===== config.mk =====
export PLATFORM = sky130hd
export DESIGN_NAME = uartprobe_arb
export DESIGN_NICKNAME = d
export VERILOG_FILES = /design/src/rtl/uartprobe_pkg.sv /design/src/rtl/uartprobe_cmd_class.sv /design/src/rtl/uartprobe_arb.sv
export SDC_FILE = /design/constraint.sdc
export NUM_CORES = 1
export LEC_CHECK = 0
export ABC_AREA = 1
export BUFFER_PORTS_ARGS = -buffer_cell sky130_fd_sc_hd__buf_2
export CORE_MARGIN = 1
export CORE_UTILIZATION = 37
export DETAILED_ROUTE_END_ITERATION = 10
export PLACE_DENSITY = 0.76
export SLEW_MARGIN = 20
export SYNTH_ARGS = -nofsm -noshare
export SYNTH_HDL_FRONTEND = slang
export SYNTH_SLANG_ARGS = --single-unit

===== constraint.sdc =====
create_clock -name clk -period 2 [get_ports clk]
set_clock_uncertainty 0.2 [all_clocks]
set_input_delay 0.1 -clock clk [delete_from_list [all_inputs] [get_ports clk]]
set_output_delay 0.1 -clock clk [all_outputs]
set_load 0.02 [all_outputs]

===== src/rtl/uartprobe_pkg.sv =====
// Shared uartprobe definitions: command codes, command classes, arbiter states.
// Used by the probe, the request arbiter and its command-class decoder.
package uartprobe_pkg;

  localparam logic [5:0] CMD_RD0_LO = 6'h02;
  localparam logic [5:0] CMD_RD0_HI = 6'h09;
  localparam logic [5:0] CMD_WR0_LO = 6'h0A;
  localparam logic [5:0] CMD_WR0_HI = 6'h0D;
  localparam logic [5:0] CMD_RD1_LO = 6'h0E;
  localparam logic [5:0] CMD_RD1_HI = 6'h11;
  localparam logic [5:0] CMD_WR1_LO = 6'h12;
  localparam logic [5:0] CMD_WR1_HI = 6'h15;
  localparam logic [5:0] CMD_RD2_LO = 6'h16;
  localparam logic [5:0] CMD_RD2_HI = 6'h19;
  localparam logic [5:0] CMD_WR2_LO = 6'h1A;
  localparam logic [5:0] CMD_WR2_HI = 6'h1D;
  localparam logic [5:0] CMD_RD3    = 6'h1E;
  localparam logic [5:0] CMD_WR3    = 6'h1F;
  localparam logic [5:0] CMD_RD4    = 6'h20;
  localparam logic [5:0] CMD_WR4    = 6'h21;

  typedef enum logic [1:0] {
    CLS_NONE  = 2'd0,
    CLS_READ  = 2'd1,
    CLS_WRITE = 2'd2
  } cls_e;

  typedef enum logic [2:0] {
    ARB_IDLE = 3'd0,
    ARB_CMD  = 3'd1,
    ARB_DATA = 3'd2,
    ARB_RESP = 3'd3,
    ARB_DONE = 3'd4
  } arb_state_e;

  function automatic logic in_rng(
    input logic [5:0] v,
    input logic [5:0] lo,
    input logic [5:0] hi
  );
    return (v >= lo) && (v <= hi);
  endfunction

endpackage


===== src/rtl/uartprobe_cmd_class.sv =====
// Combinational 6-bit command -> class decoder.
// Mirrors the probe's own decode so the arbiter knows how many bytes follow.
module uartprobe_cmd_class
  import uartprobe_pkg::*;
(
  input  logic [5:0] cmd,
  output cls_e       cls
);

  logic is_rd;
  logic is_wr;

  always_comb begin
    is_rd = in_rng(cmd, CMD_RD0_LO, CMD_RD0_HI)
          | in_rng(cmd, CMD_RD1_LO, CMD_RD1_HI)
          | in_rng(cmd, CMD_RD2_LO, CMD_RD2_HI)
          | (cmd == CMD_RD3)
          | (cmd == CMD_RD4);
    is_wr = in_rng(cmd, CMD_WR0_LO, CMD_WR0_HI)
          | in_rng(cmd, CMD_WR1_LO, CMD_WR1_HI)
          | in_rng(cmd, CMD_WR2_LO, CMD_WR2_HI)
          | (cmd == CMD_WR3)
          | (cmd == CMD_WR4);
    cls = CLS_NONE;
    unique case (1'b1)
      is_rd:   cls = CLS_READ;
      is_wr:   cls = CLS_WRITE;
      default: cls = CLS_NONE;
    endcase
  end

endmodule


===== src/rtl/uartprobe_arb.sv =====
// Two-requester, per-command round-robin arbiter for the uartprobe byte port.
// Define UARTPROBE_ARB_STATS_EN to add saturating per-requester counters.
module uartprobe_arb
  import uartprobe_pkg::*;
#(
  parameter logic        LAST_ON_RESET = 1'b1,
  parameter int unsigned STAT_W        = 16
) (
  input  logic              clk,
  input  logic              m_areset,
  input  logic              s0_rx_valid,
  input  logic [7:0]        s0_rx_data,
  output logic              s0_rx_ready,
  output logic              s0_tx_valid,
  output logic [7:0]        s0_tx_data,
  input  logic              s0_tx_ready,
  input  logic              s1_rx_valid,
  input  logic [7:0]        s1_rx_data,
  output logic              s1_rx_ready,
  output logic              s1_tx_valid,
  output logic [7:0]        s1_tx_data,
  input  logic              s1_tx_ready,
  output logic              m_rx_valid,
  output logic [7:0]        m_rx_data,
  input  logic              m_rx_ready,
  input  logic              m_tx_valid,
  input  logic [7:0]        m_tx_data,
  output logic              m_tx_ready,
  output logic [1:0]        grant
`ifdef UARTPROBE_ARB_STATS_EN
  ,
  output logic [STAT_W-1:0] stat0,
  output logic [STAT_W-1:0] stat1
`endif
);

  arb_state_e state_q, state_d;
  logic [1:0] grant_q, grant_d;
  logic       last_q, last_d;
  cls_e       cls;
  logic       fwd;
  logic       rsp;
  logic       rx_xfer;
  logic       tx_xfer;

  uartprobe_cmd_class u_cls (
    .cmd (m_rx_data[5:0]),
    .cls (cls)
  );

  assign fwd     = (state_q == ARB_CMD) || (state_q == ARB_DATA);
  assign rsp     = (state_q == ARB_RESP);
  assign rx_xfer = m_rx_valid & m_rx_ready;
  assign tx_xfer = m_tx_valid & m_tx_ready;

  always_ff @(posedge clk) begin
    if (m_areset) begin
      state_q <= ARB_IDLE;
      grant_q <= 2'b00;
      last_q  <= LAST_ON_RESET;
    end else begin
      state_q <= state_d;
      grant_q <= grant_d;
      last_q  <= last_d;
    end
  end

  always_comb begin
    state_d = state_q;
    grant_d = grant_q;
    last_d  = last_q;
    unique case (state_q)
      ARB_IDLE: begin
        if (s0_rx_valid || s1_rx_valid) begin
          state_d = ARB_CMD;
          // On a tie the requester that did not go last wins.
          if (s0_rx_valid && s1_rx_valid)
            grant_d = last_q ? 2'b01 : 2'b10;
          else
            grant_d = s0_rx_valid ? 2'b01 : 2'b10;
        end
      end
      ARB_CMD: begin
        if (rx_xfer) begin
          unique case (cls)
            CLS_READ:  state_d = ARB_RESP;
            CLS_WRITE: state_d = ARB_DATA;
            default:   state_d = ARB_DONE;
          endcase
        end
      end
      ARB_DATA: if (rx_xfer) state_d = ARB_DONE;
      ARB_RESP: if (tx_xfer) state_d = ARB_DONE;
      ARB_DONE: begin
        last_d  = grant_q[1];
        grant_d = 2'b00;
        state_d = ARB_IDLE;
      end
      default: begin
        grant_d = 2'b00;
        state_d = ARB_IDLE;
      end
    endcase
  end

  always_comb begin
    s0_rx_ready = 1'b0;
    s0_tx_valid = 1'b0;
    s0_tx_data  = 8'h00;
    s1_rx_ready = 1'b0;
    s1_tx_valid = 1'b0;
    s1_tx_data  = 8'h00;
    m_rx_valid  = 1'b0;
    m_rx_data   = 8'h00;
    m_tx_ready  = 1'b0;
    grant       = grant_q;
    if (fwd && grant_q[0]) begin
      m_rx_valid  = s0_rx_valid;
      m_rx_data   = s0_rx_data;
      s0_rx_ready = m_rx_ready;
    end
    if (fwd && grant_q[1]) begin
      m_rx_valid  = s1_rx_valid;
      m_rx_data   = s1_rx_data;
      s1_rx_ready = m_rx_ready;
    end
    if (rsp && grant_q[0]) begin
      s0_tx_valid = m_tx_valid;
      s0_tx_data  = m_tx_data;
      m_tx_ready  = s0_tx_ready;
    end
    if (rsp && grant_q[1]) begin
      s1_tx_valid = m_tx_valid;
      s1_tx_data  = m_tx_data;
      m_tx_ready  = s1_tx_ready;
    end
  end

`ifdef UARTPROBE_ARB_STATS_EN
  logic [STAT_W-1:0] stat0_q, stat0_d;
  logic [STAT_W-1:0] stat1_q, stat1_d;

  always_ff @(posedge clk) begin
    if (m_areset) begin
      stat0_q <= '0;
      stat1_q <= '0;
    end else begin
      stat0_q <= stat0_d;
      stat1_q <= stat1_d;
    end
  end

  always_comb begin
    stat0_d = stat0_q;
    stat1_d = stat1_q;
    if (state_q == ARB_DONE && grant_q[0] && stat0_q != '1)
      stat0_d = stat0_q + STAT_W'(1);
    if (state_q == ARB_DONE && grant_q[1] && stat1_q != '1)
      stat1_d = stat1_q + STAT_W'(1);
  end

  assign stat0 = stat0_q;
  assign stat1 = stat1_q;
`endif

endmodule


# After elaboration in Yosys (flattened, before gate mapping)
# Cells that the tools add are included.
# W data, S select, Z words.
dict set report classes {
  order_cmp 12
  eq_ne 14
  mux 24
  bitwise_logic 11
  n_reduce_logical 17
}
# operator n
set ops {}
lappend ops {{$mux W8} 4}
lappend ops {{$le A6 B5 Y1 const B} 4}
lappend ops {{$ge A6 B5 Y1 const B} 3}
lappend ops {{$eq A6 B5 Y1 const B} 2}
lappend ops {{$eq A6 B6 Y1 const B} 2}
lappend ops {{$ge A6 B4 Y1 const B} 2}
lappend ops {{$le A6 B4 Y1 const B} 2}
lappend ops {{$mux W3} 4}
lappend ops {{$pmux W3 S4} 1}
lappend ops {{$logic_and A1 B1 Y1} 11}
lappend ops {{$mux W1} 8}
lappend ops {{$mux W2} 4}
lappend ops {{$or A1 B1 Y1} 8}
lappend ops {{$pmux W2 S2} 2}
lappend ops {{$eq A3 B2 Y1 const B} 2}
lappend ops {{$ge A6 B2 Y1 const B} 1}
lappend ops {{$ne A2 B2 Y1 const B} 3}
lappend ops {{$pmux W3 S2} 1}
lappend ops {{$reduce_and A4 Y1} 1}
lappend ops {{$eq A3 B1 Y1 const B} 1}
lappend ops {{$eq A3 B3 Y1 const B} 1}
lappend ops {{$logic_not A3 Y1} 1}
lappend ops {{$reduce_or A3 Y1} 1}
lappend ops {{$and A1 B1 Y1} 2}
lappend ops {{other kinds (6)} 7}
dict set report word_totals {
  ff_bits 6
  input_bits 32
  output_inout_bits 32
}

# Longest topological paths before layout
# Gate-level depths: netlist (run 1).
dict set report logic_depth {
  ltp_word 16
  ltp_mapped 18
}

# By module
# Synthesis (run 1) repeated with hierarchy kept, for this count alone.
dict set report unflattened {
  hier_cells 148
  area_unflattened_um2 762.0
}
# mod instances cells_per_inst area_per_inst_um2 seq_area_each_um2
set by_module_without_submodules {}
lappend by_module_without_submodules {uartprobe_arb 1 126 651.9 120.1}
lappend by_module_without_submodules {uartprobe_cmd_class 1 22 110.1 0.0}

# Worst setup path after synthesis (run 1)
# OpenSTA, ideal clock, no wires.
dict set report synth_path {
  kind {reg2reg}
  startpoint {register grant_q[1] (netlist: grant[1])}
  endpoint {register state_q[0]}
  arrival_ns 2.048
  required_ns 1.691
  setup_slack_ns -0.357
  stages_incl_launch_ff 16
  path_buffers 1
  cell_sequence {dfxtp_1 -> buf_2 -> nand3_1 -> nand2_2 -> inv_1 -> nor2_1 -> inv_1 -> nand2_1 -> nand2_1 -> nand2_1 -> nand3_1 -> ha_1 -> o211ai_1 -> nand4_1 -> nand2_1 -> inv_1}
}
dict set report synth_via {
  elab_chain_cells 13
  elab_cells_between_ends 47
}
# element line
set synth_rtl {}
lappend synth_rtl {{start, declared} uartprobe_arb.sv:38} ;# logic [1:0] grant_q, grant_d;
lappend synth_rtl {{start signal, assigned} uartprobe_arb.sv:63} ;# grant_q <= grant_d;
lappend synth_rtl {{$logic_and A1 B1 Y1 (*)} uartprobe_arb.sv:122} ;# if (fwd && grant_q[1]) begin
lappend synth_rtl {{$mux W8 (*)} uartprobe_arb.sv:122}
lappend synth_rtl {{net m_rx_data[3]} uartprobe_arb.sv:24} ;# output logic [7:0] m_rx_data,
lappend synth_rtl {{$ge A6 B4 Y1 (tied with other cells)} uartprobe_pkg.sv:41} ;# return (v >= lo) && (v <= hi);
lappend synth_rtl {{$logic_and A1 B1 Y1} uartprobe_pkg.sv:41}
lappend synth_rtl {{$or A1 B1 Y1, on equally long branches} {uartprobe_cmd_class.sv:20, uartprobe_cmd_class.sv:15}}
lappend synth_rtl {{$or A1 B1 Y1, on equally long branches} {uartprobe_cmd_class.sv:21, uartprobe_cmd_class.sv:16}}
lappend synth_rtl {{$or A1 B1 Y1, on equally long branches} {uartprobe_cmd_class.sv:22, uartprobe_cmd_class.sv:17}}
lappend synth_rtl {{$or A1 B1 Y1, on equally long branches} {uartprobe_cmd_class.sv:23, uartprobe_cmd_class.sv:18}}
lappend synth_rtl {{$pmux W2 S2 (*)} uartprobe_cmd_class.sv:25} ;# unique case (1'b1)
lappend synth_rtl {{$eq A2 B2 Y1 or $eq A2 B1 Y1 (tied branches)} uartprobe_arb.sv:85} ;# unique case (cls)
lappend synth_rtl {{$pmux W3 S2 (*)} uartprobe_arb.sv:85}
lappend synth_rtl {{$mux W3 (*)} uartprobe_arb.sv:84} ;# if (rx_xfer) begin
lappend synth_rtl {{$pmux W3 S4 (*)} uartprobe_arb.sv:72} ;# unique case (state_q)
lappend synth_rtl {{end signal, assigned} uartprobe_arb.sv:62} ;# state_q <= state_d;
lappend synth_rtl {{end, declared} uartprobe_arb.sv:37} ;# arb_state_e state_q, state_d;
# Mark *: on every way through the listed nets, which the timed path passes. The rest lies on a longest branch. The select of a mux whose other input is x is not followed.
# A chain may end at the register's enable or synchronous reset.

# Worst setup path in the final report (run 1)
dict set report layout_path {
  startpoint {register state_q[0]}
  endpoint {register state_q[0]}
}
dict set report layout_via {
  elab_chain_cells 16
  elab_cells_between_ends 58
}
# element line
set layout_rtl {}
lappend layout_rtl {{$eq A3 B1 Y1 or $eq A3 B2 Y1 (tied branches)} {uartprobe_arb.sv:51, uartprobe_arb.sv:72}}
lappend layout_rtl {{$logic_or A1 B1 Y1} uartprobe_arb.sv:51} ;# assign fwd = (state_q == ARB_CMD) || (state_q == ARB_DATA);
lappend layout_rtl {{$logic_and A1 B1 Y1} uartprobe_arb.sv:117} ;# if (fwd && grant_q[0]) begin
lappend layout_rtl {{$mux W8} uartprobe_arb.sv:117}
lappend layout_rtl {{$mux W8} uartprobe_arb.sv:122}
lappend layout_rtl {{$ge A6 B4 Y1 (tied with other cells)} uartprobe_pkg.sv:41}
lappend layout_rtl {{$logic_and A1 B1 Y1} uartprobe_pkg.sv:41}
lappend layout_rtl {{$or A1 B1 Y1, on equally long branches} {uartprobe_cmd_class.sv:20, uartprobe_cmd_class.sv:15}}
lappend layout_rtl {{$or A1 B1 Y1, on equally long branches} {uartprobe_cmd_class.sv:21, uartprobe_cmd_class.sv:16}}
lappend layout_rtl {{$or A1 B1 Y1, on equally long branches} {uartprobe_cmd_class.sv:22, uartprobe_cmd_class.sv:17}}
lappend layout_rtl {{$or A1 B1 Y1, on equally long branches} {uartprobe_cmd_class.sv:23, uartprobe_cmd_class.sv:18}}
lappend layout_rtl {{$pmux W2 S2} uartprobe_cmd_class.sv:25}
lappend layout_rtl {{$eq A2 B2 Y1 or $eq A2 B1 Y1 (tied branches)} uartprobe_arb.sv:85}
lappend layout_rtl {{$pmux W3 S2} uartprobe_arb.sv:85}
lappend layout_rtl {{$mux W3} uartprobe_arb.sv:84}
lappend layout_rtl {{$pmux W3 S4} uartprobe_arb.sv:72}
# Several ways; a longest one is shown, not always the timed one. The select of a mux whose other input is x is not followed.

==> impl_summary.md, run 1 <==
STA
The max-slew violation count is 0. Setup repair after global routing could not meet its margin everywhere. The worst pin sits at a relative slew slack of 82.83%. The minimum period implied by the final worst setup slack is 2.237 ns. At the pin with the least slew margin, the transition time is 0.2543 ns. The post-route fraction of the period consumed by the critical path is 111.9%. Setup slack on the critical path of the routed design comes to -0.2375 ns. The post-route worst hold slack is 0.1077 ns.

The maximum frequency from static timing analysis is 446.9 MHz. The final hold violation count came to 0. The final number of setup-violating endpoints is 3.

Critical path
The worst register-to-register path begins at state_q[0]. STA puts the critical path data arrival time at 2.19 ns. The worst flop-to-flop path endpoint is state_q[0]. The required time reported for the critical path endpoint is 1.95 ns. The worst setup path is launched from a register. Walking the worst path, the cells encountered are inv_4 > buf_6 > nand2_4 > nand4_4 > nor2_4 > nor2_2 > nor2_1 > nand3_1 > nand2_1 > a21oi_2 > ha_4 > o211ai_1 > nand4_1 > nand2_1 > inv_1. In this design, the largest share of critical-path delay is due to simple AND/OR/NAND/NOR gates. The instance count on the critical path is 15. The cell type of the slowest stage on the worst timing path is dfxtp_4. STA classifies the critical path endpoint as a register. In this design, the stage delay of the slowest critical-path cell is 0.38 ns. Across all register-to-register paths, the minimum setup slack is -0.24 ns. Counting stages on the worst path, the most repeated cell is nand2_1. The largest fanout on the critical path is 5. The most critical setup path has its startpoint at state_q[0]. The critical path is of the reg2reg type. The sum of buffers and inverters on the critical path is 3. The critical path ends at state_q[0].

Measured in cells, the most critical reg-to-reg path has a length of 15.

Power
The analysis attributes to cell leakage a power of 0.001053 uW. The power per standard cell area is 1016 nW/um^2. IR analysis of the VDD net gives a maximum drop of 0.7803 mV.

Global routing
The met1 usage is 28.74%. Summed over all layers, the global routing overflow is 0. The first global-routing pass estimated 5.078 mm of wire. The met3 track utilization from global routing is 4.928%. The aggregate global-route resource usage is 24.58%.

For this run, global-route usage on met2 was measured as 46.58%. The number of antenna violations at the first check in global routing came to 0. The largest net degree at the start of global routing is 10. The layer with the highest usage is met2. The number of global-route vias before repair came to 1250.

Synthesis
The number of different library cells used by synthesis comes to 25. The count of warnings emitted by yosys is 0. The synthesized-area fraction occupied by xor and xnor cells is 0%. The adder and majority gate portion of the synthesized area is 1.339%. The cell count after synthesis came out at 176. Ranked by total cell area, the synthesized netlist is headed by nor2_1 17%, nand2_1 15%, dfxtp_1 13%. The synthesized design spends more area on one cell type than any other, namely nor2_1. Of the synthesized area, sequential elements account for 12.85%. In the synthesized netlist, mux cells make up 0% of the area. Summing the areas of all compound-gate instances in the mapped netlist gives 11.78% of the synthesized area. The synthesized netlist net count is 209. The post-synthesis sequential element count is 6. After synthesis, the largest family of logic cells by area is simple AND/OR/NAND/NOR gates. The mapped netlist covers 934.6 um^2. In this run the biggest area consumer among cell types represents 17.27% of the synthesized area.

After Yosys synthesis, and, or, nand and nor cells account for 57.97% of the synthesized area. In this run the mean area of a mapped cell was 5.310 um^2.

Die
The core region is 2297 um^2. Pin placement for this block handled 64 I/O pins. The die is 52.26 um tall. The placement row count is 17. The initial utilization of the core area, before any placement, comes to 40.69%. The die width is 52.26 um.

The die covers 2731 um^2.

Clocking
Clock-pin slew was measured on the worst setup and hold paths at 0.05 ns. The maximum clock path buffer count is 2. TritonCTS built the clock tree.

The number of clock sinks is 6. CTS placed an instance of clkbuf_4 at the clock tree root. In this run the number of H-tree levels came out at 1. Clock latency on the worst-skew pair, taken at its later pin, is 0.25 ns. The number of clock buffers added by TritonCTS is 3.

Layout
The number of fill cells is 166. Of the cells placed in the final design, the portion with a size suffix greater than 1 is 54.96%. In the final layout, the multi-input gates occupy 852.1 um^2. The most common library cell in the layout ignoring fill and taps is buf_2. The finished cells cover 1847 um^2.

From synthesis to final layout, the design area changed by 97.59%. The diode insertion count for antenna repair is 0. The net count reported at finish is 316.

The combined flip-flop and latch cell area is 133.9 um^2. In the layout the commonest cells are 62 x buf_2, 36 x nor2_1, 34 x nand2_1, 33 x buf_4, 26 x inv_1.

Worst hold path
The worst hold path belongs to the class in2reg.

Placed design
The count of input and output buffers is 63. The placed cell area is 1592 um^2. The HPWL after detailed placement is 2.573 mm. The weighted congestion at the end of routability-driven global placement is 0.9214.

Detailed routing
The detail route stage leaves a number of antenna-violating nets equal to 0. In the final routed layout, each cell accounts on average for 11.58 um. The routed design has 3.590 mm of wire. The detailed-route vias per instance is 4.894.

The final route contains 1517 vias. The number of remaining DRC errors is 0. The initial detailed-routing violation count is 37.

The first-pass detailed-route iteration total is 4.

Status
The final reports fail on setup timing. The run finished, with violations left.

Run
The count of maximum capacitance violations is 0.
-- cells in the mapped netlist --
| master | instances |
|---|---|
| clkinv_1 | 1 |
| o21a_1 | 1 |
| nand2_1 | 37 |
| nand2_4 | 2 |
| inv_2 | 6 |
| o211ai_1 | 5 |
| nand3_1 | 17 |
| inv_4 | 1 |
| dfxtp_1 | 6 |
| inv_1 | 27 |
| nor3_1 | 3 |
| nand3_2 | 5 |
| o21ai_0 | 3 |
| nand4_1 | 2 |
| o22ai_2 | 1 |
| ha_1 | 1 |
| o311ai_0 | 1 |
| a21oi_1 | 4 |
| nor2_2 | 1 |
| nand4_2 | 2 |
| buf_2 | 1 |
| nand2_2 | 4 |
| buf_6 | 1 |
| nor2_1 | 43 |
| o21ai_2 | 1 |
-- worst register-to-register path: cells and delay by family (launching register included) --
family,cells,cell delay (ns)
buffers and inverters,3,0.19
AOI/OAI and AO/OA,2,0.25
and+or+nand+nor,9,0.97
DFF,1,0.38
adders and majority gates,1,0.15
-- power breakdown --
group / leakage [uW] / internal (uW) / switching (uW) / total [uW]
combinational: 0.000986 / 703 / 804 / 1510
sequential: 0.0000521 / 179 / 71.3 / 250
clock: 0.0000150 / 75.6 / 44.5 / 120
total: 0.00105 / 957 / 919 / 1880
-- metal layers --
layer  share of wire [%]  routed length, um
met4                   0                  0
met2                  51               1847
met5                   0                  0
met1                  41               1468
met3                 7.6                274
-- metrics by stage --
step / std cells / power (uW) / setup WS, ns / setup TNS, ns / util, %
after floorplan: 176 / 952.2 / -0.1359 / -0.3600 / -
after global placement: 296 / 1450 / -0.2380 / -0.6754 / 69.28
after detailed placement: 296 / 1457 / -0.2854 / -0.8051 / 69.28
after CTS: 304 / 1667 / -0.1950 / -0.5254 / 74.13
after global routing: 310 / 2031 / -0.3410 / -1.191 / 80.39
final: 310 / 1876 / -0.2375 / -0.6514 / 80.39
-- sequential cells by signal (all words and copies together), names as in the netlist --
signal and flops:
state_q 3, grant 2, last_q 1
-- kinds of logic after synthesis --
family	Yosys count
buf+inv	37
compound gates	16
flops	6
simple gates	116
fa+ha+maj	1
-- cell type report --
class	count	share of cell area, %
Clock buffer	4	1.423
Timing Repair inverter	1	0.2033
Inverter	35	7.724
Timing Repair Buffer	103	35.37
Tap cell	28	1.897
Sequential cell	6	7.249
Multi-Input combinational cell	133	46.14
-- worst min-delay path by stage --
| stage | depth (start not counted) | from | end |
|---|---|---|---|
| finish | 7 | m_rx_ready | state_q[0] |
| global route | 7 | m_rx_ready | state_q[0] |
| CTS | 6 | m_tx_valid | state_q[0] |
| detailed placement | 2 | m_areset | grant[1] |
| global placement | 2 | m_areset | grant[1] |
| floorplan | 1 | m_areset | grant[1] |
-- timing repair --
item / 4_1_cts / 5_1_grt
gates resized for setup: 11 / 27
pin swaps: 2 / 6
gates cloned: 0 / 1
endpoints found under the setup margin: 13 / 22
setup buffers: 1 / 5
endpoints found under the hold margin: 6 / 0
hold buffers: 3 / 0
Note: power is estimated with default switching activity, not from simulation.
==> inputs of run 2 (changes only) <==
--- a/config.mk
+++ b/config.mk
@@ -7,6 +7,7 @@
 export LEC_CHECK = 0
 export ABC_AREA = 1
 export BUFFER_PORTS_ARGS = -buffer_cell sky130_fd_sc_hd__buf_2
+export CORE_ASPECT_RATIO = 0.8
 export CORE_MARGIN = 1
 export CORE_UTILIZATION = 37
 export DETAILED_ROUTE_END_ITERATION = 10
==> impl_summary.md, run 2 (same netlist as run 1, synthesis figures left out) <==
STA
The post-route fraction of the period consumed by the critical path is 117.8% (was 111.9%). The post-layout worst setup margin is -0.3552 ns (was -0.2375 ns). The pin slew with the least headroom to its limit was 0.2714 ns (was 0.2543 ns). Setup repair after global routing missed its margin: yes (unchanged). The final number of setup-violating endpoints is 3 (unchanged).

The post-route worst hold slack is 0.09018 ns (was 0.1077 ns). The minimum period implied by the final worst setup slack was 2.355 ns (was 2.237 ns). The remaining max-slew budget at the tightest pin is 81.68% (was 82.83%).

The maximum frequency from static timing analysis is 424.6 MHz (was 446.9 MHz). The max-slew violation count is 0 (unchanged). The final hold violation count came to 0 (unchanged).

Critical path
The worst-case reg-to-reg path depth was 16 (was 15). The endpoint arrival time on the critical path came to 2.32 ns (was 2.19 ns). The kind of end point of the critical path is a register (unchanged). The largest fanout on the critical path is 6 (was 5).

The worst setup path endpoint is state_q[2] (was state_q[0]). The required time reported for the critical path endpoint is 1.97 ns (was 1.95 ns). The launch point of the critical path is state_q[1] (was state_q[0]). The critical setup path kind is reg2reg (unchanged). The worst flop-to-flop path endpoint is state_q[2] (was state_q[0]).

The critical path startpoint category is a register (unchanged). The worst reg-to-reg setup slack is -0.36 ns (was -0.24 ns). The worst reg2reg path startpoint is state_q[1] (was state_q[0]).

Layout
The combined flip-flop and latch cell area is 133.9 um^2 (unchanged). The synthesis-to-layout area growth is 89.29% (was 97.59%). The number of flip-flops in the largest register is 3 (unchanged). The most common library cell in the layout ignoring fill and taps is buf_2 (unchanged). The area used by multi-input combinational logic is 818.3 um^2 (was 852.1 um^2). The share of final-layout standard cells stronger than drive strength 1 was 53.79% (was 54.96%).

The diode insertion count for antenna repair is 0 (unchanged). The net count reported at finish is 311 (was 316). The number of cells in the finished layout apart from fillers is 311 (was 310). The number of fill cells came to 178 (was 166). The register ranked first by flip-flop count is state_q (unchanged).

Top library cells by usage in the layout, fill and taps aside: 62 x buf_2, 35 x nor2_1, 33 x buf_4, 32 x nand2_1, 26 x inv_1 (was 62 x buf_2, 36 x nor2_1, 34 x nand2_1, 33 x buf_4, 26 x inv_1).

Power
The leakage power total was 0.001022 uW (was 0.001053 uW). The total chip power came to 1778 uW (was 1876 uW). The maximum ir drop on the vdd rail was 0.6617 mV (was 0.7803 mV). The power per standard cell area came to 1005 nW/um^2 (was 1016 nW/um^2).

Detailed routing
The per-cell routed wire length is 11.61 um (was 11.58 um). The routed wire length is 3.611 mm (was 3.590 mm). The total number of vias is 1555 (was 1517).

The first-pass detailed-route iteration total is 4 (unchanged). The initial detailed-routing violation count is 83 (was 37). The detailed-route vias per instance was 5.000 (was 4.894).

The number of nets still failing antenna checks after routing is 0 (unchanged). The number of remaining DRC errors is 0 (unchanged).

Placed design
The count of input and output buffers came to 63 (unchanged). The HPWL after detailed placement was 2.575 mm (was 2.573 mm). The weighted congestion at the end of routability-driven global placement is 0.9131 (was 0.9214). The placed cell count was 297 (was 296).

Clocking
The maximum clock path buffer count is 2 (unchanged). The clock root buffer is clkbuf_4 (unchanged). The number of H-tree branching levels is 1 (unchanged).

The number of clock sinks came to 6 (unchanged). The TritonCTS clock tree is built (unchanged). The clock insertion delay at the later pin of the skew report came to 0.26 ns (was 0.25 ns).

The clock-pin slew reported for the worst setup and hold paths after clock tree synthesis is 0.06 ns (was 0.05 ns). The TritonCTS buffer count was 3 (unchanged).

Global routing
The number of antenna violations at the first check in global routing is 0 (unchanged). The aggregate global-route resource usage is 25.36% (was 24.58%). The number of global-route vias before repair came to 1181 (was 1250). The wire length of the first global-routing pass is 5.278 mm (was 5.078 mm). The total congestion overflow after global routing was 0 (unchanged).

The largest net degree at the start of global routing was 12 (was 10).

Die
The placement row count is 15 (was 17). The die boundary height is 46.96 um (was 52.26 um). The effective utilization at floorplan is 41.16% (was 40.69%). The die width is 58.19 um (was 52.26 um). The number of ports placed on the die boundary was 64 (unchanged). The die footprint is 2732 um^2 (was 2731 um^2). The standard cell core area is 2271 um^2 (was 2297 um^2).

Status
Violations in the final reports: setup timing (unchanged). Result of the run: complete, but fails checks (unchanged).

Run
The count of maximum capacitance violations is 0 (unchanged).

Worst hold path
The type of the worst min-delay path was in2reg (unchanged).
## run 2: final cells by class
cell class	count	share of cell area [%]
flip-flops and latches	6	7.567
well taps	34	2.405
inverters	35	7.921
repair buffers	99	34.37
multi-input cells	133	46.25
clock buffers	4	1.485
## run 2: worst max-delay path, cell delays in order, from the launching register on
cell	delay [ns]
dfxtp_4	0.37
inv_4	0.08
nand3_4	0.09
nand2_4	0.11
buf_12	0.13
nand3_4	0.06
nand2_4	0.12
inv_2	0.04
nand2_2	0.06
nand2_1	0.08
nand2_1	0.07
nand2_1	0.06
nand2_1	0.06
nand3_1	0.08
ha_2	0.35
o211ai_1	0.10
nor3_1	0.21
## run 2: repair_timing
item	CTS	global route
resized for setup	17	12
buffers inserted	4	3
hold buffers	3	0
endpoints found under the hold margin	6	0
pin swaps	5	8
endpoints found under the setup margin	12	18
## run 2: report_power, final
part           internal (uW)  total, uW  switching (uW)
Combinational            614       1390             773
Clock                   76.3        132            55.3
Sequential               179        259            80.4
Total                    869       1780             909
## run 2: metrics by stage
step	area [um^2]	utilization, %	setup WS, ns	setup TNS (ns)
after floorplan	1018	-	-0.1359	-0.3600
after global placement	1562	68.76	-0.2290	-0.6288
after detailed placement	1562	68.76	-0.2722	-0.7538
after CTS	1713	75.43	-0.2028	-0.5159
after global routing	1769	77.91	-0.4694	-1.284
final	1769	77.91	-0.3552	-0.8588
## run 2: metal layers
| metal | global-route usage [%] | vias up | part of all wire, % |
|---|---|---|---|
| met2 | 43.45 | 101 | 47 |
| met5 | 0 | - | 0 |
| li1 | - | 760 | - |
| met1 | 33.33 | 686 | 41 |
| met4 | 5.714 | 0 | 1.4 |
| met3 | 5.510 | 8 | 10 |
## run 2: worst min-delay path by stage
stage               startpoint         end  slack [ns]  depth (start not counted)
finish              m_tx_valid  state_q[0]        0.09                          6
global placement      m_areset    grant[1]        0.12                          2
floorplan             m_areset    grant[1]       -0.04                          1
global route        m_tx_valid  state_q[0]        0.11                          6
CTS                 m_tx_valid  state_q[2]        0.06                          5
detailed placement    m_areset    grant[1]        0.12                          2
